$ cat config.mk
export PLATFORM = sky130hd
export DESIGN_NAME = lsu_subword_ctrl
export DESIGN_NICKNAME = d
export VERILOG_FILES = /design/src/rtl/lsu_subword_ctrl.sv
export SDC_FILE = /design/constraint.sdc
export NUM_CORES = 1
export LEC_CHECK = 0
export CAP_MARGIN = 15
export CORE_MARGIN = 5
export CORE_UTILIZATION = 42
export CTS_CLUSTER_DIAMETER = 40
export DETAILED_ROUTE_END_ITERATION = 12
export PLACE_DENSITY_LB_ADDON = 0.05
export SYNTH_ARGS = -nofsm -noshare
export SYNTH_HDL_FRONTEND = slang
export SYNTH_SLANG_ARGS = --single-unit
export TNS_END_PERCENT = 5
$ cat constraint.sdc
create_clock -name clk -period 2.4 [get_ports clk]
set_input_delay 0.48 -clock clk [delete_from_list [all_inputs] [get_ports clk]]
set_output_delay 0.48 -clock clk [all_outputs]
set_load 0.01 [all_outputs]
$ cat src/rtl/lsu_subword_ctrl.sv
// Load/store controller adding RV32I byte/halfword access on a word-wide async-read memory.
// Latency: loads, SW and rejected ops are combinational; SB/SH take 2 cycles (read, then write).
// Backpressure: stall is high in the read cycle of SB/SH. Macro LSU_MISALIGN_TRAP_EN enables the fault trap.
module lsu_subword_ctrl (
  input  logic        clk,
  input  logic        rst_n,
  input  logic        req_valid,
  input  logic        req_write,
  input  logic [2:0]  req_funct3,
  input  logic [31:0] req_addr,
  input  logic [31:0] req_wdata,
  output logic [31:0] load_data,
  output logic        stall,
  output logic        mem_read,
  output logic        mem_write,
  output logic [31:0] mem_addr,
  output logic [31:0] mem_wdata,
  input  logic [31:0] mem_rdata,
  output logic        fault_valid,
  output logic [31:0] fault_addr,
  input  logic        fault_clr
);

  typedef enum logic {IDLE, WRITE} state_t;

  state_t      state_q, state_d;
  logic [31:0] merge_q, merge_d;
  logic [31:0] addr_q, addr_d;

  logic        is_byte, is_half, is_word;
  logic        legal_ld, legal_st, legal;
  logic        blocked, op_go;
  logic [7:0]  byte_sel;
  logic [15:0] half_sel;
  logic [31:0] ext_data, merge_word;
  logic        rd_c, wr_c, st_c;
  logic [31:0] ld_c, addr_c, wdata_c;

  assign is_byte  = (req_funct3[1:0] == 2'b00);
  assign is_half  = (req_funct3[1:0] == 2'b01);
  assign is_word  = (req_funct3[1:0] == 2'b10);
  // Loads: 000,001,010,100,101. Stores: 000,001,010.
  assign legal_ld = (req_funct3[1:0] != 2'b11) && !(req_funct3[2] && req_funct3[1]);
  assign legal_st = !req_funct3[2] && (req_funct3[1:0] != 2'b11);
  assign legal    = req_write ? legal_st : legal_ld;

`ifdef LSU_MISALIGN_TRAP_EN
  logic        misal, fault_evt;
  logic        fault_valid_q, fault_valid_d;
  logic [31:0] fault_addr_q, fault_addr_d;

  assign misal     = (is_half && req_addr[0]) || (is_word && (req_addr[1:0] != 2'b00));
  assign blocked   = misal;
  assign fault_evt = (state_q == IDLE) && req_valid && legal && misal;

  // A new fault latches when the flag is free or being cleared in the same cycle.
  always_comb begin
    fault_valid_d = fault_valid_q;
    fault_addr_d  = fault_addr_q;
    if (fault_evt && (!fault_valid_q || fault_clr)) begin
      fault_valid_d = 1'b1;
      fault_addr_d  = req_addr;
    end else if (fault_clr) begin
      fault_valid_d = 1'b0;
    end
  end

  // Fault flag and address registers.
  always_ff @(posedge clk or negedge rst_n) begin
    if (!rst_n) begin
      fault_valid_q <= 1'b0;
      fault_addr_q  <= 32'h0;
    end else begin
      fault_valid_q <= fault_valid_d;
      fault_addr_q  <= fault_addr_d;
    end
  end

  assign fault_valid = fault_valid_q;
  assign fault_addr  = fault_addr_q;
`else
  logic unused_fault_clr;

  // Misaligned accesses simply use the aligned-down lanes.
  assign blocked          = 1'b0;
  assign fault_valid      = 1'b0;
  assign fault_addr       = 32'h0;
  assign unused_fault_clr = fault_clr;
`endif

  assign op_go    = req_valid && legal && !blocked;
  assign byte_sel = mem_rdata[{req_addr[1:0], 3'b000} +: 8];
  assign half_sel = mem_rdata[{req_addr[1], 4'b0000} +: 16];

  // Lane select and sign/zero extension of the load result.
  always_comb begin
    ext_data = 32'h0;
    case (req_funct3)
      3'b000:  ext_data = {{24{byte_sel[7]}}, byte_sel};
      3'b001:  ext_data = {{16{half_sel[15]}}, half_sel};
      3'b010:  ext_data = mem_rdata;
      3'b100:  ext_data = {24'h0, byte_sel};
      3'b101:  ext_data = {16'h0, half_sel};
      default: ext_data = 32'h0;
    endcase
  end

  // Current word with the store's byte or halfword lanes replaced.
  always_comb begin
    merge_word = mem_rdata;
    if (is_half) begin
      merge_word[{req_addr[1], 4'b0000} +: 16] = req_wdata[15:0];
    end else if (is_byte) begin
      merge_word[{req_addr[1:0], 3'b000} +: 8] = req_wdata[7:0];
    end
  end

  // Next state, RMW capture and memory/pipeline strobes.
  always_comb begin
    state_d = state_q;
    merge_d = merge_q;
    addr_d  = addr_q;
    rd_c    = 1'b0;
    wr_c    = 1'b0;
    st_c    = 1'b0;
    ld_c    = 32'h0;
    addr_c  = {req_addr[31:2], 2'b00};
    wdata_c = req_wdata;
    case (state_q)
      IDLE: begin
        if (op_go) begin
          if (!req_write) begin
            rd_c = 1'b1;
            ld_c = ext_data;
          end else if (is_word) begin
            wr_c = 1'b1;
          end else begin
            rd_c    = 1'b1;
            st_c    = 1'b1;
            merge_d = merge_word;
            addr_d  = {req_addr[31:2], 2'b00};
            state_d = WRITE;
          end
        end
      end
      WRITE: begin
        // Request inputs still show the same store; only the captured word matters.
        wr_c    = 1'b1;
        addr_c  = addr_q;
        wdata_c = merge_q;
        state_d = IDLE;
      end
      default: state_d = IDLE;
    endcase
  end

  // State register.
  always_ff @(posedge clk or negedge rst_n) begin
    if (!rst_n) begin
      state_q <= IDLE;
    end else begin
      state_q <= state_d;
    end
  end

  // RMW merge word and address registers.
  always_ff @(posedge clk or negedge rst_n) begin
    if (!rst_n) begin
      merge_q <= 32'h0;
      addr_q  <= 32'h0;
    end else begin
      merge_q <= merge_d;
      addr_q  <= addr_d;
    end
  end

  // Strobes and load result are held quiet while reset is asserted.
  assign mem_read  = rd_c & rst_n;
  assign mem_write = wr_c & rst_n;
  assign stall     = st_c & rst_n;
  assign load_data = rst_n ? ld_c : 32'h0;
  assign mem_addr  = addr_c;
  assign mem_wdata = wdata_c;

endmodule
==> reports/metrics.yaml <==
worst_setup_path:
  cp.required_ns: 1.92
  worst_setup_path_start_kind: "input pin"
  crit_fanout: 5
  startpoint: "req_valid"
  r2r_start: "state_q$_DFF_PN0_"
  critPathKind: "in2out"
  r2r-end: "merge_q[31]$_DFFE_PN0P_"
  reg2reg_depth: 9
  cp.arrival_ns: 1.94
  reg2reg_slack_ns: 0.33
  critPathCaptureType: "output port"
global_routing:
  track_usage: 0.2631
  grt_max_degree: 64
  grt_overflow: 0
  grt_pass1_wl_microns: 29820
  antenna_found_initial: 1
  grt_pass1_vias: 5556
sta:
  slew_violations: 0
  fmax_mhz: 413.8
  setup_viol_count_final: 2
  fin_crit_ns: 2.416
  setup_slack_ns: -0.01650
  slew_headroom: 0.4415
  skew_ns: 0.005068
  tightest_slew_ns: 0.8377
  fin_crit_sh: 1.007
  rsz0062_at_grt: "yes"
  hold_viol_final: 0
drt:
  drt_iter0_drc: 391
  via_per_inst: 5.408
  drt-wirelength-per-cell_microns: 19.30
  vias: 5370
  wirelength_microns: 19160
  drc: 0
  drtPass1Iterations: 8
  detail-route-antenna-nets: 0
synth:
  seq_area_frac_synth: 0.3189
  yosys.cell_types.count: 43
  ys_ff_latch: 63
  yosysWarnings: 0
  synth_edf_count: 0
  ys_async_sr_fraction: 1.000
  synth-main-ff-cell: "dfrtp_1"
  syn_inst: 574
  synth_area_per_cell_sq_um: 8.612
  syn_area_sq_um: 4943
worst_hold_path:
  hold_path.class: "reg2reg"
  hold_depth: 2
  hold_path_end: "addr_q[25]$_DFFE_PN0P_"
  hp-start: "addr_q[25]$_DFFE_PN0P_"
cells_and_area:
  register_area_sq_um: 1578
  multiInputGateArea_sq_um: 3102
  fillers: 942
  finalNetCount: 953
  final_cells: 993
  drive_gt1_frac: 0.3286
  utilization: 0.6985
  area_growth_pct: 62.03
  fin_area_sq_um: 8010
status:
  outcome: "complete, but fails checks"
  violations: "negative setup slack"
power_and_ir_drop:
  p_leak_nw: 3.924
  p_per_area_nw_per_um2: 488.4
  irDropWorstVdd_uv: 389.6
  power_mw: 3.912
clock_network:
  cts_tree: "yes"
  cts_buffers: 9
  root_buffer: "clkbuf_16"
  htree_levels: 3
  clock_latency_ns: 0.34
  clk_pin_slew_ns: 0.05
  cts.path.max_buffers: 2
  cts_sinks: 63
  postCtsHoldBufs: 0
placement:
  port_buffers: 199
  gp_congestion: 0.9095
  post-place-cells: 963
  hpwl_microns: 14170
  placed_cell_area_sq_um: 7480
  place_ws_ns: -0.6882
run:
  max_cap_viol_count: 0
die:
  dieHeight_microns: 118.5
  die-area_sq_um: 14040
  die_w_microns: 118.5
  ioPinCount: 236
  rows: 39
  core_area_sq_um: 11470
  initial_utilization: 0.4311
-- worst max-delay path: stages --
cell and delay (ns):
clkdlybuf4s50_1 0.51, nand3b_1 0.14, nor2_2 0.15, nand2_2 0.13, buf_4 0.18, a211oi_1 0.18
buf_2 0.17
-- cells in the mapped netlist, types with 13 or more instances --
cell,n,area share
nand2_1,133,0.10
mux2_2,78,0.18
dfrtp_1,63,0.32
nor2_1,45,0.034
buf_4,38,0.058
a21oi_1,29,0.029
buf_2,28,0.028
o21ai_0,23,0.023
a221oi_1,21,0.037
o21ai_1,16,0.016
mux2i_1,13,0.026
-- state kept, by name, indices dropped and copies added, names as in the netlist --
| register | flops |
|---|---|
| addr_q | 30 |
| state_q | 1 |
| merge_q | 32 |
-- logic make-up (layout without fill, tap and decap cells) --
kind of cell    count (synthesis)  after routing  synth area share
flops                          63             63            0.3189
mux                            92             92            0.2086
other cells                     1             36         0.0007586
simple gates                  206            206            0.1772
buf+inv                        82            323            0.1028
fa+ha+maj                       5              5           0.01266
compound gates                125            125            0.1792
-- stage by stage --
stage,TNS (ns),hold WS (ns)
floorplan,0,0.1844
global placement,-25.45,0.4512
detailed placement,-27.99,0.4597
CTS,-0.01122,0.4742
global route,-0.6048,0.4917
finish,-0.03212,0.4720
-- layer usage --
metal / global-route usage / vias to the layer above / wire length [microns] / share of wire
li1: - / 2512 / - / -
met1: 0.3292 / 2583 / 7885 / 0.41
met2: 0.4455 / 230 / 9481 / 0.49
met3: 0.05349 / 45 / 1163 / 0.061
met4: 0.1042 / 0 / 633 / 0.033
met5: 0 / - / 0 / 0
-- cell usage in the layout, fill, tap and decap left out, drive strengths merged, types with 2 or more instances in the layout --
cell	count
bufinv	2
clkdlybuf4s50	109
nand2	133
nor2b	4
a21o	3
a221o	3
dfrtp	63
a22o	3
mux2	78
nor3	4
dlygate4sd2	18
clkinvlp	2
and3	2
a221oi	29
clkdlybuf4s15	2
a211oi	6
or3b	2
mux2i	13
clkbuf	10
nor2	45
inv	3
nor4b	2
a21oi	30
dlymetal6s2s	35
ha	5
nand2b	8
o21ai	39
clkinv	2
buf	139
and3b	2
conb	35
a22oi	9
-- area by class of cell --
cell class	count	share of cell area
well taps	143	0.02234
inverters	3	0.001406
clock buffers	10	0.02858
clock inverters	6	0.01062
repair buffers	304	0.3525
flip-flops and latches	63	0.1970
multi-input cells	463	0.3872
diodes	1	0.0003124
-- worst max path at each step --
stage	endpoint	slack, ns	depth (start not counted)
final	load_data[0]	-0.02	7
after detailed placement	load_data[9]	-0.69	6
after CTS	load_data[12]	-0.01	6
after global placement	load_data[27]	-0.63	8
after global routing	load_data[0]	-0.08	7
after floorplan	merge_q[1]$_DFFE_PN0P_	0.24	7
-- where the power goes --
group          switching [mW]  total (mW)  internal [mW]
Sequential              0.114        1.39           1.27
Combinational           0.537        1.14          0.603
Clock                   0.481        1.39          0.904
Total                    1.13        3.91           2.78
-- what timing repair did --
item                       CTS  global route
resized for setup          190            45
setup endpoints to repair   86            57
cloned                       3             0
setup buffers               10             0
pin swaps                    8             1
Power figures use the tool's default switching activity.
==> patch 1, RTL diff (config.mk and constraints unchanged) <==
The option `LSU_MISALIGN_TRAP_EN` is turned on by a define.
--- a/src/rtl/lsu_subword_ctrl.sv
+++ b/src/rtl/lsu_subword_ctrl.sv
@@ -3,2 +3,4 @@
 // Backpressure: stall is high in the read cycle of SB/SH. Macro LSU_MISALIGN_TRAP_EN enables the fault trap.
+`define LSU_MISALIGN_TRAP_EN
+
 module lsu_subword_ctrl (
Formal check against the unedited RTL: not equivalent (a bounded check fails within 4 cycles, from zero or initial values and one cycle with rst_n low).
==> patch 1 against the original RTL <==
  * Total power up 42%
  * Design area up 19%
  * Worst setup slack better by 0.035 ns
  * Sequential share of layout area up 5.5 points
  * Critical path depth up 3
  * Cell count up 12%
  * Synthesized cell count up 9.6%
  * Synthesized area up 21%
  * Utilization down 1.3 points
  * Clock power up 14%
  * Hold slack worse by 0.32 ns
  * Sequential cell count up 33
  * Non-clock buffer count up 31
  * Routed wire length up 19%
  * Critical path type unchanged
==> patch 1: results (changes against the original RTL) <==
Placement
  – Area post-placement: 0.00924 sq mm (was 0.00748 sq mm)
  – Placement Setup Slack: -0.773 ns (was -0.688 ns)
  – Port buffer count: 233 (was 199)
  – GPL Wtd Cong: 0.969 (was 0.910)
  – Hpwl dp: 17,100 microns (was 14,200 microns)

Setup path
  – CP max stage cell: or3b_4 (was clkdlybuf4s50_1)
  – Crit path launch: req_addr[0] (was req_valid)
  – Worst Reg-to-Reg Cells: 5 (was 9)
  – CP max FO: 8 (was 5)
  – Crit path DAT: 1.90 ns (was 1.94 ns)
  – Crit-path max cell delay: 0.38 ns (was 0.51 ns)
  – RR Startpoint: state_q$_DFF_PN0_ (unchanged)

Yosys
  – Syn Area/Cell: 9.51 sq um (was 8.61 sq um)
  – Post-synthesis compound-gate area fraction: 19.0% (was 17.9%)
  – Seq/Total Area, Yosys: 40.2% (was 31.9%)
  – Synthesized-area fraction occupied by adder cells: 1.05% (was 1.27%)
  – Synth cell types: 46 (was 43)
  – List of most frequent post-synthesis cells: 148 x nand2_1, 96 x dfrtp_1, 94 x mux2_2 (was 133 x nand2_1, 78 x mux2_2, 63 x dfrtp_1)
  – Multiplexer share of the synthesized area: 19.6% (was 20.9%)
  – Synth top area cells: dfrtp_1 40%, mux2_2 18%, nand2_1 9.3%, a222oi_1 2.8%, a21oi_1 2.6% (was dfrtp_1 32%, mux2_2 18%, nand2_1 10%, buf_4 5.8%, a221oi_1 3.7%)

GRT
  – Met2 Use GR: 42.9% (was 44.5%)
  – Largest net degree at the start of global routing: 95 (was 64)
  – Global-route wire length before repair: 34,900 microns (was 29,800 microns)
  – Vias in the first global route: 6,345 (was 5,556)
  – Met1 Use GR: 34.7% (was 32.9%)
  – All-layer global routing usage: 26.7% (was 26.3%)
  – Met3 Resource Use GR: 7.58% (was 5.35%)

Pwr
  – P_leak: 4.24 nW (was 3.92 nW)
  – PD cells: 583 mW/mm^2 (was 488 mW/mm^2)
  – Worst vdd ir: 0.617 mV (was 0.390 mV)

Routing
  – Vias: 6,252 (was 5,370)
  – DR iter-0 viols: 427 (was 391)
  – WL met3: 1970 microns (was 1160 microns)
  – Met1 WL: 9260 microns (was 7890 microns)
  – Drt wl/cell: 20.5 microns (was 19.3 microns)
  – DR WL met2: 10,800 microns (was 9480 microns)
  – Topmost layer with routed signal wires: met4 (unchanged)
  – Drt pass-1 iters: 8 (unchanged)

Timing
  – Slew HR: 41.1% (was 44.2%)
  – Skew final: 0.00632 ns (was 0.00507 ns)
  – Setup TNS Final: 0 ns (was -0.0321 ns)

Final layout
  – Fillers: 1,121 (was 942)
  – Share of cells above drive strength 1: 32.8% (was 32.9%)
  – Non-Filler Instances: 1,109 (was 993)

Clock tree
  – Total setup buffers inserted after CTS: 4 (was 10)
  – Post_cts resized: 239 (was 190)
  – Clock-pin slew on the worst setup and hold paths: 0.07 ns (was 0.05 ns)

Min path
  – Min-delay worst type: input port to async pin (was flip-flop to flip-flop)

Outcome
  – Status: finished clean (was finished with violations)
==> patch 1: cell type report <==
cell class / instances / area share [%]
sequential: 96 / 25.2
clock buffer: 10 / 2.50
antenna: 1 / 0.0262
clock inverter: 6 / 0.996
multi-input combinational: 476 / 37.2
tap: 180 / 2.36
timing repair buffer: 335 / 31.4
inverter: 5 / 0.328
==> patch 1: path summary, 6_finish.rpt <==
| check | endpoint | slack [ns] |
|---|---|---|
| min in group clk | addr_q[12]$_DFFE_PN0P_ | 0.47 |
| setup reg to reg | merge_q[31]$_DFFE_PN0P_ | 0.53 |
| hold reg to reg | addr_q[12]$_DFFE_PN0P_ | 0.47 |
| max in group asynchronous | addr_q[5]$_DFFE_PN0P_ | 1.58 |
| setup / recovery | load_data[3] | 0.02 |
| hold / removal | merge_q[7]$_DFFE_PN0P_ | 0.15 |
==> patch 1: power by group <==
part / switching (mW) / internal (mW)
Clock: 0.634 / 0.957
Sequential: 0.210 / 2.02
Combinational: 0.774 / 0.971
Total: 1.62 / 3.94
==> patch 2, RTL diff (config.mk and constraints unchanged) <==
Made on the original files. `addr_q` no longer has a reset.
--- a/src/rtl/lsu_subword_ctrl.sv
+++ b/src/rtl/lsu_subword_ctrl.sv
@@ -169,7 +169,9 @@
       merge_q <= 32'h0;
-      addr_q  <= 32'h0;
     end else begin
       merge_q <= merge_d;
-      addr_q  <= addr_d;
     end
+  end
+
+  always_ff @(posedge clk) begin
+    addr_q <= addr_d;
   end
Behaviour: same outputs for any inputs over 4 cycles, from zero or initial values and one cycle with rst_n low; that may be too few to reach the edited logic, so the function may still have changed.
==> patch 2 against the original RTL <==
  * The run still ends with setup timing left
  * Combinational power shrank 14%
  * Sequential power fell by 4%
  * Synthesized area down 5.7%
  * Design area down 7.0%
  * Sequential cell count is the same
  * Total power fell by 17%
  * Routed wire length down 13%
  * Cell count decreased by 10%
  * Clock skew rose by 0.0034 ns
  * Via count is 10% lower
  * Worst setup slack improved by 0.0074 ns
  * Critical endpoint is now load_data[12]
==> patch 2: results (changes against the original RTL) <==
Outcome
  – Status: finished with violations (unchanged)
  – Failing checks: setup timing (unchanged)

GRT
  – All-layer global routing usage: 24.5% (was 26.3%)
  – Largest net degree at the start of global routing: 63 (was 64)
  – Vias in the first global route: 4,805 (was 5,556)
  – Initial antenna violation count: 0 (was 1)

Yosys
  – EDFF count, synth: 30 (was 0)
  – Seq/Total Area, Yosys: 37.1% (was 31.9%)
  – FFs w/ async S/R, synth: 52.4% (was 100%)
  – Multiplexer share of the synthesized area: 22.6% (was 20.9%)
  – Synth cell types: 39 (was 43)
  – Area share of the largest cell type after synthesis: 19.3% (was 31.9%)
  – Post-synthesis compound-gate area fraction: 18.3% (was 17.9%)
  – Synthesized-area fraction occupied by adder cells: 1.34% (was 1.27%)

Routing
  – Drt wl/cell: 18.7 microns (was 19.3 microns)
  – Drt pass-1 iters: 5 (was 8)
  – DR iter-0 viols: 315 (was 391)

Setup path
  – CP max FO: 8 (was 5)
  – Reg-to-reg slack, setup: 0.49 ns (was 0.33 ns)
  – Critical Path Sink: load_data[12] (was load_data[0])
  – CP max stage cell: mux4_2 (was clkdlybuf4s50_1)
  – Crit path launch: mem_rdata[7] (was req_valid)

Timing
  – Skew final: 0.00842 ns (was 0.00507 ns)
  – Hold slack final: 0.153 ns (was 0.472 ns)
  – Final Setup Violations: 1 (was 2)
  – Setup ws final: -0.00906 ns (was -0.0165 ns)

Placement
  – Placement Setup Slack: -0.726 ns (was -0.688 ns)
  – GPL Wtd Cong: 0.895 (was 0.910)
  – Hpwl dp: 13,100 microns (was 14,200 microns)
  – Area post-placement: 0.00728 sq mm (was 0.00748 sq mm)

Final layout
  – Fillers: 892 (was 942)
  – Nets@finish: 858 (was 953)

Clock tree
  – Clock Root Buffer: clkbuf_8 (was clkbuf_16)
  – Clock-pin slew on the worst setup and hold paths: 0.08 ns (was 0.05 ns)

Pwr
  – Worst vdd ir: 0.235 mV (was 0.390 mV)
-- patch 2: cell count changes after synthesis, moves of 8 or more --
cell | before | now
a221oi_2 | 8 | 0
buf_2 | 28 | 11
clkbuf_1 | 9 | 24
o21ai_0 | 23 | 40
nand2_1 | 133 | 43
dfrtp_1 | 63 | 33
edfxtp_1 | 0 | 30
o21ai_1 | 16 | 2
-- patch 2: kinds of logic (layout without fill, tap and decap cells) --
family / Yosys count / count (layout)
simple gates: 111 / 111
fa+ha+maj: 5 / 5
mux: 94 / 94
other cells: 1 / 35
flops: 63 / 63
buf+inv: 77 / 314
compound gates: 132 / 132
-- patch 2: power by group through the flow --
stage	registers (mW)	logic, mW	clock network, mW
6_report	1.34	0.975	0.918
5_1_grt	1.36	1.05	1.01
4_1_cts	1.34	0.960	0.946
3_5_place_dp	1.36	0.998	0
3_3_place_gp	1.36	0.980	0
2_1_floorplan	1.33	0.476	0
-- patch 2: layout make-up --
| class | instances | area share [%] |
|---|---|---|
| flip-flops and latches | 63 | 23.2 |
| inverters | 4 | 0.252 |
| clock inverters | 7 | 0.975 |
| well taps | 140 | 2.35 |
| clock buffers | 9 | 1.66 |
| repair buffers | 294 | 34.6 |
| multi-input cells | 377 | 37.0 |
-- patch 2: routing by layer --
| layer | global-route usage [%] | routed length (microns) |
|---|---|---|
| met5 | 0 | 0 |
| met4 | 8.45 | 473 |
| met3 | 5.37 | 1290 |
| met2 | 38.7 | 7620 |
| met1 | 33.4 | 7340 |
-- patch 2: per-stage QoR --
step                      std cells   TNS, ns  util [%]
after floorplan                 517         0         -
after global placement          875    -31.56      67.2
after detailed placement        875    -35.04      67.2
after CTS                       894    -0.877      68.1
after global routing            894    -0.240      68.7
final                           894  -0.00906      68.7
